**src/rtl/cg_axi5lite_regfile.sv**
```systemverilog
// cg_axi5lite_regfile: AXI5-Lite subordinate exposing NUM_REGS word registers.
//
// Optional feature macro: CG_AXI5LITE_REGFILE_PRIV_WRITE_EN
//   When defined, a committed write whose AWPROT[0] is 0 (unprivileged) still
//   produces a B response but modifies no register. Reads ignore ARPROT.
//
// Ports:
//   ACLK, ARESETn          clock (rising edge) and async active-low reset
//   AW*  (VALID/READY/ADDR/PROT)   write address channel
//   W*   (VALID/READY/DATA/STRB)   write data channel
//   B*   (VALID/READY)             write response channel
//   AR*  (VALID/READY/ADDR/PROT)   read address channel
//   R*   (VALID/READY/DATA)        read data channel
//   regs_o                 flattened register contents, reg i at [i*DATA_WIDTH +: DATA_WIDTH]
module cg_axi5lite_regfile #(
  parameter int unsigned DATA_WIDTH = 32,
  parameter int unsigned ADDR_WIDTH = 32,
  parameter int unsigned NUM_REGS   = 16
) (
  input  logic                           ACLK,
  input  logic                           ARESETn,
  input  logic                           AWVALID,
  output logic                           AWREADY,
  input  logic [ADDR_WIDTH-1:0]          AWADDR,
  input  logic [2:0]                     AWPROT,
  input  logic                           WVALID,
  output logic                           WREADY,
  input  logic [DATA_WIDTH-1:0]          WDATA,
  input  logic [DATA_WIDTH/8-1:0]        WSTRB,
  output logic                           BVALID,
  input  logic                           BREADY,
  input  logic                           ARVALID,
  output logic                           ARREADY,
  input  logic [ADDR_WIDTH-1:0]          ARADDR,
  input  logic [2:0]                     ARPROT,
  output logic                           RVALID,
  input  logic                           RREADY,
  output logic [DATA_WIDTH-1:0]          RDATA,
  output logic [NUM_REGS*DATA_WIDTH-1:0] regs_o
);

  localparam int unsigned STRB_W = DATA_WIDTH / 8;
  localparam int unsigned OFFS_W = $clog2(STRB_W);
  localparam int unsigned IDX_W  = $clog2(NUM_REGS);
  localparam int unsigned WORD_W = ADDR_WIDTH - OFFS_W;

  logic                  en;
  logic                  aw_held;
  logic                  w_held;
  logic [ADDR_WIDTH-1:0] aw_addr_q;
  logic [DATA_WIDTH-1:0] w_data_q;
  logic [STRB_W-1:0]     w_strb_q;
  logic                  bvalid_q;
  logic                  rvalid_q;
  logic [DATA_WIDTH-1:0] rdata_q;
  logic [DATA_WIDTH-1:0] regs [NUM_REGS];

  logic                  aw_hs;
  logic                  w_hs;
  logic                  ar_hs;
  logic                  commit;
  logic [ADDR_WIDTH-1:0] wr_addr;
  logic [DATA_WIDTH-1:0] wr_data;
  logic [STRB_W-1:0]     wr_strb;
  logic [WORD_W-1:0]     wr_word;
  logic [WORD_W-1:0]     rd_word;
  logic                  wr_in_range;
  logic                  rd_in_range;
  logic                  wr_allow;
  logic                  unused;

  // Readies come from registered state only; en keeps them low through reset.
  assign AWREADY = en & ~aw_held & ~bvalid_q;
  assign WREADY  = en & ~w_held & ~bvalid_q;
  assign ARREADY = en & ~rvalid_q;
  assign BVALID  = bvalid_q;
  assign RVALID  = rvalid_q;
  assign RDATA   = rdata_q;

  assign aw_hs = AWVALID & AWREADY;
  assign w_hs  = WVALID & WREADY;
  assign ar_hs = ARVALID & ARREADY;

  // Commit as soon as both halves are available, held or arriving this cycle.
  assign commit = (aw_held | aw_hs) & (w_held | w_hs) & ~bvalid_q;

  assign wr_addr = aw_held ? aw_addr_q : AWADDR;
  assign wr_data = w_held ? w_data_q : WDATA;
  assign wr_strb = w_held ? w_strb_q : WSTRB;

  // Decode over the full address so aliases above NUM_REGS are out of range.
  assign wr_word     = wr_addr[ADDR_WIDTH-1:OFFS_W];
  assign rd_word     = ARADDR[ADDR_WIDTH-1:OFFS_W];
  assign wr_in_range = wr_word < WORD_W'(NUM_REGS);
  assign rd_in_range = rd_word < WORD_W'(NUM_REGS);

`ifdef CG_AXI5LITE_REGFILE_PRIV_WRITE_EN
  logic aw_priv_q;

  always_ff @(posedge ACLK or negedge ARESETn) begin
    if (!ARESETn) begin
      aw_priv_q <= 1'b0;
    end else if (aw_hs && !commit) begin
      aw_priv_q <= AWPROT[0];
    end
  end

  assign wr_allow = aw_held ? aw_priv_q : AWPROT[0];
  assign unused   = ^{AWPROT[2:1], ARPROT, wr_addr[OFFS_W-1:0], ARADDR[OFFS_W-1:0]};
`else
  assign wr_allow = 1'b1;
  assign unused   = ^{AWPROT, ARPROT, wr_addr[OFFS_W-1:0], ARADDR[OFFS_W-1:0]};
`endif

  // Ready enable: rises on the first edge after reset release.
  always_ff @(posedge ACLK or negedge ARESETn) begin
    if (!ARESETn) begin
      en <= 1'b0;
    end else begin
      en <= 1'b1;
    end
  end

  // Write path: holding registers, commit, register update and B response.
  always_ff @(posedge ACLK or negedge ARESETn) begin
    if (!ARESETn) begin
      aw_held   <= 1'b0;
      w_held    <= 1'b0;
      aw_addr_q <= '0;
      w_data_q  <= '0;
      w_strb_q  <= '0;
      bvalid_q  <= 1'b0;
      for (int i = 0; i < NUM_REGS; i++) begin
        regs[i] <= '0;
      end
    end else begin
      if (bvalid_q && BREADY) begin
        bvalid_q <= 1'b0;
      end
      if (commit) begin
        aw_held  <= 1'b0;
        w_held   <= 1'b0;
        bvalid_q <= 1'b1;
        if (wr_in_range && wr_allow) begin
          for (int b = 0; b < STRB_W; b++) begin
            if (wr_strb[b]) begin
              regs[wr_word[IDX_W-1:0]][b*8 +: 8] <= wr_data[b*8 +: 8];
            end
          end
        end
      end else begin
        if (aw_hs) begin
          aw_held   <= 1'b1;
          aw_addr_q <= AWADDR;
        end
        if (w_hs) begin
          w_held   <= 1'b1;
          w_data_q <= WDATA;
          w_strb_q <= WSTRB;
        end
      end
    end
  end

  // Read path: nonblocking register update means same-edge reads see the old value.
  always_ff @(posedge ACLK or negedge ARESETn) begin
    if (!ARESETn) begin
      rvalid_q <= 1'b0;
      rdata_q  <= '0;
    end else if (ar_hs) begin
      rvalid_q <= 1'b1;
      rdata_q  <= rd_in_range ? regs[rd_word[IDX_W-1:0]] : '0;
    end else if (rvalid_q && RREADY) begin
      rvalid_q <= 1'b0;
    end
  end

  for (genvar g = 0; g < NUM_REGS; g++) begin : g_regs_o
    assign regs_o[g*DATA_WIDTH +: DATA_WIDTH] = regs[g];
  end

endmodule

```
**config.mk**
```make
export PLATFORM = sky130hd
export DESIGN_NAME = cg_axi5lite_regfile
export DESIGN_NICKNAME = d
export VERILOG_FILES = /design/src/rtl/cg_axi5lite_regfile.sv
export SDC_FILE = /design/constraint.sdc
export NUM_CORES = 1
export LEC_CHECK = 0
export CORE_MARGIN = 3
export CORE_UTILIZATION = 35
export DETAILED_ROUTE_END_ITERATION = 10
export SLEW_MARGIN = 20
export SYNTH_ARGS = -nofsm -noshare
export SYNTH_HDL_FRONTEND = slang
export SYNTH_SLANG_ARGS = --single-unit
```
**constraint.sdc**
```tcl
create_clock -name ACLK -period 2.7 [get_ports ACLK]
set_input_delay 0.54 -clock ACLK [delete_from_list [all_inputs] [get_ports ACLK]]
set_output_delay 0.54 -clock ACLK [all_outputs]
set_load 0.02 [all_outputs]
```
==> impl_metrics.tcl <==
set metrics [dict create \
    gp_routability_congestion 0.8906 \
    layout-drive-gt1-share_pct 43.19 \
    cp.required_ns 3.17 \
    fill_cells 6858 \
    cts_tree "done" \
    cap_violations 0 \
    height_of_the_die_um 293.0 \
    synth.yosys.warnings 0 \
    die-width_um 293.0 \
    seq_pwr_share_pct 43.1 \
    setup_repair_after_global_routing_missed_its_margin "no" \
    drtPass1Iterations 5 \
    critPathMostFrequentCell "sky130_fd_sc_hd__buf_12" \
    sw_frac_of_total_pct 27.74 \
    synth_seq_area_share_pct 53.40 \
    antenna_violating_nets_post_route 0 \
    pin_count 662 \
    grt_first_pass_wirelength_mm 153.7 \
    syn_to_final_growth_pct 41.57 \
    power.static_leakage_nw 18.20 \
    synth_edf_count 0 \
    clock_power_share_pct 41.7 \
    critical_path.cell_chain "nor4_1 -> buf_4 -> nand4_1 -> nor4_4 -> buf_12 -> buf_12 -> o2111ai_4 -> mux2_2" \
    cp-startpoint "aw_held" \
    timing.fmax_mhz 379.4 \
    final.min_clock_period_ns 2.636 \
    clockRootBuffer "sky130_fd_sc_hd__clkbuf_16" \
    clockBufferDepth 3 \
    worstHoldPathType "primary input to flip-flop" \
    syn_nets 1884 \
    fin_skew_ns 0.03105 \
    design.die.area_um2 85820 \
    drt_iter0_markers 1191 \
    power_report.internal_total_mw 16.88 \
    cts_sinks 615 \
    drt-vias-per-instance 5.454 \
    final_min_period_over_clock_period_pct 97.62 \
    final_cell_mix "sky130_fd_sc_hd__clkdlybuf4s50_1, sky130_fd_sc_hd__dfrtp_1, sky130_fd_sc_hd__mux2_2, sky130_fd_sc_hd__mux4_2, sky130_fd_sc_hd__buf_4" \
    antenna_violations_before_repair 6 \
    layout.cells.non_filler 3668 \
    number_of_port_buffers 651 \
    final_setup_fails 0 \
    async_reset_ff_share_pct 100.0 \
    synth.cell_area_um2 28820 \
    fin_nets 2664 \
    placed_cells_incl_taps 3535 \
    clock_tree.htree_level_count 3 \
    worstSetupPathType "flip-flop to flip-flop" \
    insertion_delay_ns 0.60 \
    vdd.ir_drop.worst_v 0.0003821 \
    routedWlPerCell_um 28.95 \
    p_comb_share_pct 15.1 \
    totalWireLength_mm 106.2 \
    detailedPlacementHpwl_mm 78.45 \
    critical_path.reg2reg.startpoint "aw_held" \
    number_of_hold_violations_in_the_final_report 0 \
    synth-seq-cells 615 \
    mostFrequentLayoutCell "sky130_fd_sc_hd__clkdlybuf4s50_1" \
    slowest_stage "sky130_fd_sc_hd__dfrtp_2" \
    core_um2 81070 \
    num_vias 20004 \
    synth.lib_cells_used.distinct 47 \
    cp_max_fo 14 \
    clock_transition_at_path_regs_ns 0.06 \
    start_util_pct 35.55 \
    detail_route.drc_violations 0 \
    max-slew-margin-rel_pct 49.74 \
    worst_hold_startpoint "ARADDR[3]" \
    ys_dominant_reg_cell "sky130_fd_sc_hd__dfrtp_1" \
    crit_family "simple AND/OR/NAND/NOR gates" \
    grt_util_all_layers_pct 24.35 \
    power_mw 23.36 \
    multi_input_comb_area_um2 12810 \
    final_max_slew_viol_count 0 \
    critPathCaptureType "flip-flop" \
    vias_in_the_first_global_route 21419 \
    number_of_cells_produced_by_synthesis 1771 \
    area.sequential_um2 15390 \
    power.switching_mw 6.480 \
    num_rows 104 \
    crit_arrival_ns 3.10 \
    outcome "complete, no violations" \
    numCtsBuffers 71 \
    startpoint_type "flip-flop" \
    post_synth.cell_area_avg_um2 16.27 \
    critical-path-max-stage-delay_ns 0.45 \
    overflow 0 \
    dpl_worst_slack_ns -0.5960 \
    critical_path_buf_inv_count 3 \
    pin_count_of_the_biggest_net_entering_global_routing 68 \
    power.density_cell_area_nw_per_um2 572.5 \
    worstMarginPinSlew_ns 0.7511 \
    final_critical_path_setup_slack_ns 0.06422 \
]
[final cells by class]
cell class	count	share of cell area, %
multi-input combinational	1030	31.40
clock buffer	97	5.011
clock inverter	30	0.7882
inverter	7	0.06440
tap	1060	3.251
antenna	3	0.01840
timing repair buffer	826	21.73
sequential	615	37.73
[tightest hold or removal path, stage by stage]
cell	delay (ns)
sky130_fd_sc_hd__buf_6	0.13
sky130_fd_sc_hd__a21oi_1	0.14
sky130_fd_sc_hd__a22o_1	0.15
[flip-flops by register name, summed over array words and instances, names as in the netlist]
name / cells
RDATA: 32
w_data_q: 32
regs_o: 512
w_held: 1
en: 1
w_strb_q: 4
BVALID: 1
RVALID: 1
aw_held: 1
aw_addr_q: 30
[cells by family (layout without fill, tap and decap cells)]
logic type | count (synthesis) | after routing | synth area share, %
compound gates | 177 | 177 | 7.963
mux | 743 | 743 | 34.11
flops | 615 | 615 | 53.40
simple gates | 109 | 109 | 2.036
other cells | 1 | 4 | 0.01301
buf+inv | 126 | 960 | 2.479
[final timing paths]
path / endpoint / slack (ns) / depth (start not counted)
setup / recovery: regs_o[54] / 0.06 / 8
min in group asynchronous: regs_o[218] / 0.56 / 2
hold / removal: RDATA[4] / 0.44 / 3
setup reg to reg: regs_o[54] / 0.06 / 8
hold reg to reg: RDATA[24] / 0.50 / 1
max in group asynchronous: regs_o[395] / 1.28 / 3
[power groups by stage]
stage / clock network, mW / logic (mW) / registers, mW
2_1_floorplan: 0 / 2.19 / 10.1
3_3_place_gp: 0 / 3.48 / 10.2
3_5_place_dp: 0 / 3.58 / 10.2
4_1_cts: 9.98 / 3.59 / 10.1
5_1_grt: 10.4 / 3.83 / 10.1
6_report: 9.75 / 3.53 / 10.1
[stage by stage]
step | hold slack (ns) | TNS (ns) | cell area (µm²) | utilization (%)
after floorplan | 0.2444 | 0 | 28820 | -
after global placement | 0.4812 | -248.53 | 38350 | 47.31
after detailed placement | 0.4873 | -239.30 | 38350 | 47.31
after CTS | 0.3807 | 0 | 40730 | 50.25
after global routing | 0.4145 | 0 | 40800 | 50.33
final | 0.4393 | 0 | 40800 | 50.33
[per-layer routing]
layer,vias up,global-route usage [%],part of all wire [%]
li1,8432,-,-
met1,10658,30.23,40
met2,745,42.38,50
met3,163,5.435,6.5
met4,6,7.596,2.8
met5,-,0,0.044
[what timing repair did]
item,4_1_cts,5_1_grt
hold buffers,1,0
endpoints found under the setup margin,252,126
pin swaps,1,4
gates resized for setup,4,4
hold endpoints to repair,44,0
buffers inserted,0,2
[cells in the mapped netlist (5+ instances only)]
| library cell | n | area share, % |
|---|---|---|
| sky130_fd_sc_hd__a21oi_1 | 5 | 0.087 |
| sky130_fd_sc_hd__a22o_1 | 32 | 0.97 |
| sky130_fd_sc_hd__a22oi_1 | 62 | 1.6 |
| sky130_fd_sc_hd__buf_1 | 9 | 0.12 |
| sky130_fd_sc_hd__buf_2 | 17 | 0.30 |
| sky130_fd_sc_hd__buf_4 | 15 | 0.39 |
| sky130_fd_sc_hd__buf_6 | 8 | 0.31 |
| sky130_fd_sc_hd__clkbuf_1 | 56 | 0.73 |
| sky130_fd_sc_hd__dfrtp_1 | 615 | 53 |
| sky130_fd_sc_hd__dlygate4sd1_1 | 8 | 0.24 |
| sky130_fd_sc_hd__inv_1 | 7 | 0.091 |
| sky130_fd_sc_hd__mux2_2 | 600 | 23 |
| sky130_fd_sc_hd__mux2_4 | 8 | 0.42 |
| sky130_fd_sc_hd__mux2i_1 | 7 | 0.24 |
| sky130_fd_sc_hd__mux4_2 | 128 | 10 |
| sky130_fd_sc_hd__nand2_1 | 38 | 0.49 |
| sky130_fd_sc_hd__nor2_1 | 25 | 0.33 |
| sky130_fd_sc_hd__nor2_2 | 5 | 0.11 |
| sky130_fd_sc_hd__nor4_1 | 15 | 0.33 |
| sky130_fd_sc_hd__o2111ai_2 | 24 | 1.3 |
| sky130_fd_sc_hd__o2111ai_4 | 40 | 3.6 |
Note: power is estimated with default switching activity, not from simulation.
